$ cat src/rtl/sub_arbiter.sv
// sub_arbiter: shares one registered subtract operator among NREQ requesters and routes results back by tag.
// Define SUB_ARB_FIXED_PRIO_EN for fixed priority (lowest index wins); the default build is round-robin.
module sub_arbiter #(
  parameter int N    = 16,
  parameter int NREQ = 4
) (
  input  logic              i_clk,
  input  logic              i_rst_n,
  input  logic              i_en,
  input  logic [NREQ-1:0]   i_req,
  input  logic [NREQ*N-1:0] i_req_a,
  input  logic [NREQ*N-1:0] i_req_b,
  output logic [NREQ-1:0]   o_ack,
  output logic [NREQ-1:0]   o_rsp_v,
  output logic [N-1:0]      o_rsp_d,
  output logic              o_err,
  output logic              o_op_en,
  output logic              o_op_r_in1,
  output logic              o_op_r_in2,
  output logic [N-1:0]      o_op_d_in1,
  output logic [N-1:0]      o_op_d_in2,
  input  logic              i_op_r_out,
  input  logic [N-1:0]      i_op_d_out
);

  localparam int              IDW     = $clog2(NREQ);
  localparam logic [IDW:0]    NREQ_W  = (IDW+1)'(NREQ);
  localparam logic [IDW-1:0]  LAST_ID = IDW'(NREQ-1);
  localparam logic [NREQ-1:0] ONE_HOT = NREQ'(1);

  logic            r_gnt_v;
  logic [IDW-1:0]  r_gnt_id;
  logic [N-1:0]    r_gnt_a;
  logic [N-1:0]    r_gnt_b;
  logic            r_v_o;
  logic [IDW-1:0]  r_tag_o;
  logic [IDW-1:0]  r_ptr;
  logic [NREQ-1:0] r_ack;
  logic            r_en_q;
  logic            r_err;

  logic [NREQ-1:0] w_elig;
  logic [IDW:0]    w_sum;
  logic [IDW:0]    w_idx;
  logic            w_found;
  logic [IDW-1:0]  w_win;
  logic [IDW-1:0]  w_ptr_nxt;
  logic [NREQ-1:0] w_ack_nxt;
  logic [N-1:0]    w_sel_a;
  logic [N-1:0]    w_sel_b;

  // A requester just acknowledged gets one cycle to drop or replace its request.
  assign w_elig = i_req & ~r_ack;

  // Winner search: first eligible index starting at the pointer, wrapping modulo NREQ.
  always_comb begin
    w_found = 1'b0;
    w_win   = '0;
    w_sum   = '0;
    w_idx   = '0;
    for (int k = 0; k < NREQ; k++) begin
      w_sum = {1'b0, r_ptr} + (IDW+1)'(k);
      w_idx = (w_sum >= NREQ_W) ? (w_sum - NREQ_W) : w_sum;
      if (!w_found && w_elig[w_idx[IDW-1:0]]) begin
        w_found = 1'b1;
        w_win   = w_idx[IDW-1:0];
      end else begin
        w_found = w_found;
      end
    end
  end

`ifdef SUB_ARB_FIXED_PRIO_EN
  assign w_ptr_nxt = '0;
`else
  assign w_ptr_nxt = (w_win == LAST_ID) ? '0 : (w_win + IDW'(1));
`endif

  assign w_ack_nxt = (i_en && w_found) ? (ONE_HOT << w_win) : '0;
  assign w_sel_a   = i_req_a[w_win*N +: N];
  assign w_sel_b   = i_req_b[w_win*N +: N];

  // Grant and operator-tag stages; everything here freezes while EN is low.
  always_ff @(posedge i_clk or negedge i_rst_n) begin
    if (!i_rst_n) begin
      r_gnt_v  <= 1'b0;
      r_gnt_id <= '0;
      r_gnt_a  <= '0;
      r_gnt_b  <= '0;
      r_v_o    <= 1'b0;
      r_tag_o  <= '0;
      r_ptr    <= '0;
    end else if (i_en) begin
      r_gnt_v <= w_found;
      if (w_found) begin
        r_gnt_id <= w_win;
        r_gnt_a  <= w_sel_a;
        r_gnt_b  <= w_sel_b;
        r_ptr    <= w_ptr_nxt;
      end
      r_v_o   <= r_gnt_v;
      r_tag_o <= r_gnt_id;
    end
  end

  // ACK is a single-cycle pulse even across stalls; en_q and the sticky error run every edge.
  always_ff @(posedge i_clk or negedge i_rst_n) begin
    if (!i_rst_n) begin
      r_ack  <= '0;
      r_en_q <= 1'b0;
      r_err  <= 1'b0;
    end else begin
      r_ack  <= w_ack_nxt;
      r_en_q <= i_en;
      r_err  <= r_err | (r_v_o & r_en_q & ~i_op_r_out);
    end
  end

  // Gating with en_q keeps a held v_o from strobing again after a stall.
  always_comb begin
    o_rsp_v = '0;
    for (int i = 0; i < NREQ; i++) begin
      o_rsp_v[i] = r_v_o & r_en_q & (r_tag_o == IDW'(i));
    end
  end

  assign o_ack      = r_ack;
  assign o_rsp_d    = i_op_d_out;
  assign o_err      = r_err;
  assign o_op_en    = i_en;
  assign o_op_r_in1 = r_gnt_v;
  assign o_op_r_in2 = r_gnt_v;
  assign o_op_d_in1 = r_gnt_a;
  assign o_op_d_in2 = r_gnt_b;

endmodule
$ cat config.mk
export PLATFORM = sky130hd
export DESIGN_NAME = sub_arbiter
export DESIGN_NICKNAME = d
export VERILOG_FILES = /design/src/rtl/sub_arbiter.sv
export SDC_FILE = /design/constraint.sdc
export NUM_CORES = 1
export LEC_CHECK = 0
export ABC_CLOCK_PERIOD_IN_PS = 2600
export CAP_MARGIN = 30
export CELL_PAD_IN_SITES_DETAIL_PLACEMENT = 0
export CELL_PAD_IN_SITES_GLOBAL_PLACEMENT = 2
export CORE_MARGIN = 2
export CORE_UTILIZATION = 19
export CTS_CLUSTER_SIZE = 28
export DETAILED_ROUTE_END_ITERATION = 16
export GPL_TIMING_DRIVEN = 0
export HOLD_SLACK_MARGIN = 0.03
export PLACE_DENSITY_LB_ADDON = 0.1
export SLEW_MARGIN = 5
export SYNTH_ARGS = -nofsm -noshare
export SYNTH_HDL_FRONTEND = slang
export SYNTH_SLANG_ARGS = --single-unit
$ cat constraint.sdc
create_clock -name i_clk -period 2.6 [get_ports i_clk]
set_clock_uncertainty 0.05 [all_clocks]
set_input_delay 0.52 -clock i_clk [delete_from_list [all_inputs] [get_ports i_clk]]
set_output_delay 0.52 -clock i_clk [all_outputs]
set_load 0.02 [all_outputs]
== Yosys cells after proc, flatten, opt, wreduce, memory -nomap -nowiden ==
Cells that the tools add are included.
Word-level totals
  register bits: 46
  latch bits: 0
  RAM bits: 0
  bits in read-only memories: 0
  bits of input ports: 152
  output and inout bits: 60
  logic and storage cells: 74
  memories: 0
Operators by class
  add/sub/neg operators: 8
  multiply operators: 0
  div/mod/pow operators: 0
  magnitude comparators: 8
  equality and inequality tests: 4
  shift-type cells: 3
  mux-type cells: 22
  bitwise gates (word level): 10
  reductions and logical operators: 9
Operator list (number)
  $shiftx 64x7->16: 2
  $mux 2: 9
  $lt 2x3->1 const B: 4
  $ge 3x3->1 const B: 3
  $bmux 1 s2: 4
  $mux 1: 8
  $sub 2x1->2 const B: 4
  $add 2x2->3 const B: 2
  $and 1x1->1: 6
  $eq 2x2->1 const B: 3
  $and 4x4->4: 1
  $logic_and 1x1->1: 4
  $mux 4: 1
  $not 4->4: 1
  $shl 1x2->4 const A: 1
  $add 2x1->3 const B: 1
  $ge 2x3->1 const B: 1
  $logic_not 1->1: 3
  $add 2x1->2 const B: 1
  $eq 2x1->1 const B: 1
  $logic_not 2->1: 1
  $reduce_and 2->1: 1
  $not 1->1: 1
  $or 1x1->1: 1

== Logic depth before layout (Yosys ltp) ==
  depth in word-level cells: 16
  mapped depth: 8
  gate-level depth less buffers: 7

== Least setup slack after synthesis ==
No wires, ideal clock.
  kind: input -> register
  start: in i_req[1]
  end: reg r_gnt_b[2] (netlist: o_op_d_in2[2])
  arrival: 1.788 ns
  required time: 2.410 ns
  path slack: 0.623 ns
  stages on the path: 6
  buffers on the path: 1
  cells stage by stage: nor2b_4 -> o311ai_4 -> nand2_4 -> buf_6 -> a2111oi_0 -> a211oi_1
On the way
  word-level cells in the longest chain between the ends: 14
  elaborated cells between the ends (all ways): 25
  those cells by class: shift (1); mux (16); bitwise (1); reduce/logical (7)
RTL lines
  start, declared: line 10  | input logic [NREQ-1:0] i_req,
  $and 4x4->4 (*): line 53  | assign w_elig = i_req & ~r_ack;
  $bmux 1 s2: line 64  | if (!w_found && w_elig[w_idx[IDW-1:0]]) begin
  $mux 1 (implied by the code): line 64
  $mux 1: line 64
  $logic_not 1->1: line 64
  $logic_and 1x1->1: line 64
  $mux 1: line 64
  $logic_not 1->1: line 64
  $logic_and 1x1->1: line 64
  $mux 1: line 64
  $logic_not 1->1: line 64
  $logic_and 1x1->1: line 64
  $mux 2 / $mux 1 (equally long branches): line 64
  $shiftx 64x7->16 / $reduce_and 2->1 (equally long branches)
  end signal, assigned: line 98  | r_gnt_b <= w_sel_b;
  end, declared: line 34  | logic [N-1:0] r_gnt_b;
Every way passes the cells marked *; elsewhere a longest branch is shown, timed or not. The select of a mux whose other input is x is not followed.
A chain may end at the register's enable or synchronous reset.

== Worst setup path after layout ==
  start: in i_req[1]
  end: reg r_gnt_a[9] (netlist: o_op_d_in1[9])
On the way
  word-level cells in the longest chain between the ends: 14
  elaborated cells between the ends (all ways): 25
  those cells by class: shift (1); mux (16); bitwise (1); reduce/logical (7)
RTL lines
  $and 4x4->4 (*): line 53
  $bmux 1 s2: line 64
  $mux 1 (implied by the code): line 64
  $mux 1: line 64
  $logic_not 1->1: line 64
  $logic_and 1x1->1: line 64
  $mux 1: line 64
  $logic_not 1->1: line 64
  $logic_and 1x1->1: line 64
  $mux 1: line 64
  $logic_not 1->1: line 64
  $logic_and 1x1->1: line 64
  $mux 2 / $mux 1 (equally long branches): line 64
  $shiftx 64x7->16 / $reduce_and 2->1 (equally long branches)
  end signal, assigned: line 97  | r_gnt_a <= w_sel_a;
  end, declared: line 33  | logic [N-1:0] r_gnt_a;
Marks and branches as above.

==> impl_metrics.env <==
export IMPL_outcome="completed"
export IMPL_synth_top_area_cell="dfrtp_1"
export IMPL_final_common_cell="clkdlybuf4s50_1"
export IMPL_portBuffers=195
export IMPL_routedWlPerCell_um=17.1
export IMPL_ys_warn_count=0
export IMPL_path_class="primary input to register"
export IMPL_drt_total_wl_um=12400
export IMPL_ys_seq_elements=46
export IMPL_grt_use_total=0.143
export IMPL_drt_iter0_drc=150
export IMPL_num_vias=3123
export IMPL_rows=46
export IMPL_power_mw=5.05
export IMPL_clock_power_share=0.149
export IMPL_grt_max_degree=25
export IMPL_start_kind="primary input"
export IMPL_clk_pin_slew_ns=0.07
export IMPL_async_flop_share=1.00
export IMPL_clockBufferDepth=2
export IMPL_synth_area_leaders="dfrtp_1 (38%), mux2i_1 (11%), a2111oi_0 (7.2%), a211oi_1 (7.1%), and3_1 (6.6%)"
export IMPL_fin_hold_ws_ns=0.202
export IMPL_io_pins=212
export IMPL_period_needed_ns=2.46
export IMPL_die_h_um=131
export IMPL_antenna_found_initial=0
export IMPL_routed_via_density=4.32
export IMPL_p_sw_frac=0.422
export IMPL_setup_ws_ns=0.141
export IMPL_internal_power_mw=2.92
export IMPL_cp_end_kind="register"
export IMPL_die_width_um=131
export IMPL_register_area_mm2=0.00115
export IMPL_setup_viol=0
export IMPL_first_pass_iters=4
export IMPL_seq_area_frac_synth=0.378
export IMPL_fill_cells=1639
export IMPL_grt_pass1_wl_um=18400
export IMPL_placeableCoreArea_mm2=0.0158
export IMPL_clk_latency_ns=0.29
export IMPL_syn_nets=455
export IMPL_tightest_slew_ns=0.653
export IMPL_final_util=0.351
export IMPL_syn_area_per_cell_um2=10.1
export IMPL_areaGrowthSynthToFinish_pct=81.4
export IMPL_relSlewSlack=0.565
export IMPL_hold_violations=0
export IMPL_worstPathArrival_ns=2.57
export IMPL_postRouteAntennaNets=0
export IMPL_hpwl_um=9640
export IMPL_max_cap_viol_count=0
export IMPL_grt_pass1_vias=3226
export IMPL_synth_edf_count=0
export IMPL_gp_congestion=0.720
export IMPL_seq_power_share=0.242
export IMPL_synth_top_cell_area_share=0.378
export IMPL_pre_cts_ws_ns=-0.354
export IMPL_drive_above_1_share=0.144
export IMPL_synth_cell_type_count=38
export IMPL_fin_area_mm2=0.00553
export IMPL_antenna_cells=0
export IMPL_dpl_cell_area_mm2=0.00529
export IMPL_fmax_mhz=407
export IMPL_htree_num_levels=2
export IMPL_multi_input_area_mm2=0.00161
export IMPL_start_util=0.193
export IMPL_nNetsFinal=659
export IMPL_clockRootBuffer="clkbuf_16"
export IMPL_vdd_drop_max_v=0.000388
export IMPL_syn_inst=302
export IMPL_path_max_fanout=10
export IMPL_drcViolationCount=0
export IMPL_grt_overflow=0
export IMPL_cts_tree="built"
export IMPL_fin_crit_sh=0.946
export IMPL_synth_flop_cell="dfrtp_1"
export IMPL_hold_buffers=0
export IMPL_rsz0062_at_grt="false"
export IMPL_pwr_share_comb=0.609
export IMPL_required_ns=2.71
export IMPL_final_cell_mix="clkdlybuf4s50_1 (193), dfrtp_1 (46), nor2_1 (38)"
export IMPL_min_path_type="primary input to asynchronous set/reset pin"
export IMPL_numCtsBuffers=5
export IMPL_cts_sinks=46
export IMPL_p_switching_mw=2.13
export IMPL_die_area_mm2=0.0171
export IMPL_syn_area_mm2=0.00305
export IMPL_p_leak_nw=2.20
export IMPL_ff2ff_setup_slack_ns=0.43
export IMPL_drv_slew=0
export IMPL_p_per_area_mw_per_mm2=914
[per-stage QoR]
| step | cells | setup TNS [ns] |
|---|---|---|
| 2_1_floorplan | 302 | 0 |
| 3_3_place_gp | 713 | -40.19 |
| 3_5_place_dp | 714 | -7.71 |
| 4_1_cts | 722 | 0 |
| 5_1_grt | 723 | 0 |
| 6_report | 723 | 0 |
[final cells by class]
type / count / area share
Timing Repair Buffer: 197 / 0.358
Clock inverter: 3 / 0.00815
Inverter: 4 / 0.00362
Tap cell: 216 / 0.0489
Multi-Input combinational cell: 208 / 0.292
Clock buffer: 5 / 0.0226
Buffer: 44 / 0.0591
Sequential cell: 46 / 0.208
[sequential cells by signal (all words and copies together) (netlist names)]
signal,flops
o_op_d_in2,16
o_op_r_in1,1
r_gnt_id,2
r_ptr,2
r_tag_o,2
o_err,1
r_en_q,1
o_op_d_in1,16
r_v_o,1
o_ack,4
[cell usage after synthesis (2+ instances only)]
cell	n
dfrtp_1	46
nor2_1	38
and3_1	32
mux2i_1	32
a211oi_1	29
a2111oi_0	25
buf_4	18
clkbuf_1	14
nand2_1	8
a2111oi_2	7
buf_2	6
o21ai_0	6
a211oi_2	3
buf_12	3
buf_6	3
inv_1	3
nand2b_1	3
nor3_1	3
and2b_1	2
mux2_2	2
o21bai_1	2
[power groups by stage]
stage / sequential, mW / combinational (mW) / clock (mW)
after floorplan: 1.54 / 1.40 / 0
after global placement: 1.23 / 3.01 / 0
after detailed placement: 1.24 / 3.04 / 0
after CTS: 1.23 / 3.05 / 0.783
after global routing: 1.27 / 3.34 / 0.818
final: 1.22 / 3.08 / 0.753
[cell families (layout without fill, tap and decap cells)]
logic type | Yosys count | in the layout | share of synthesized area
AOI/OAI and AO/OA | 78 | 78 | 0.234
DFF | 46 | 46 | 0.378
adders and majority gates | 1 | 1 | 0.00410
and+or+nand+nor | 95 | 95 | 0.163
muxes | 34 | 34 | 0.112
buffers and inverters | 48 | 253 | 0.109
[routing by layer]
layer  global-route usage  vias up  part of all wire
met1                0.186     1469              0.43
met4               0.0375        0             0.013
met3               0.0277        8             0.049
met2                0.244      111              0.50
li1                     -     1535                 -
met5                    0        -                 0
[worst paths after layout]
path | startpoint | end | cells past startpoint
setup / recovery | i_req[1] | o_op_d_in1[9] | 7
hold / removal | i_rst_n | o_op_d_in1[4] | 1
setup reg to reg | o_ack[0] | o_op_d_in1[9] | 6
hold reg to reg | o_err | o_err | 1
max in group asynchronous | i_rst_n | r_gnt_id[0] | 2
min in group i_clk | o_err | o_err | 1
[timing repair]
item	in CTS	in global routing
buffers inserted	0	1
setup endpoints to repair	1	31
resized for setup	1	33
hold endpoints to repair	0	0
pin swaps	0	2
[worst max-delay path, cell delays in order]
cell	delay [ns]
clkdlybuf4s50_1	0.46
nor2b_4	0.28
o22ai_1	0.13
o32a_2	0.43
clkbuf_2	0.26
a2111oi_0	0.38
a211oi_1	0.10
No activity file was read; power rests on OpenSTA's default activity.
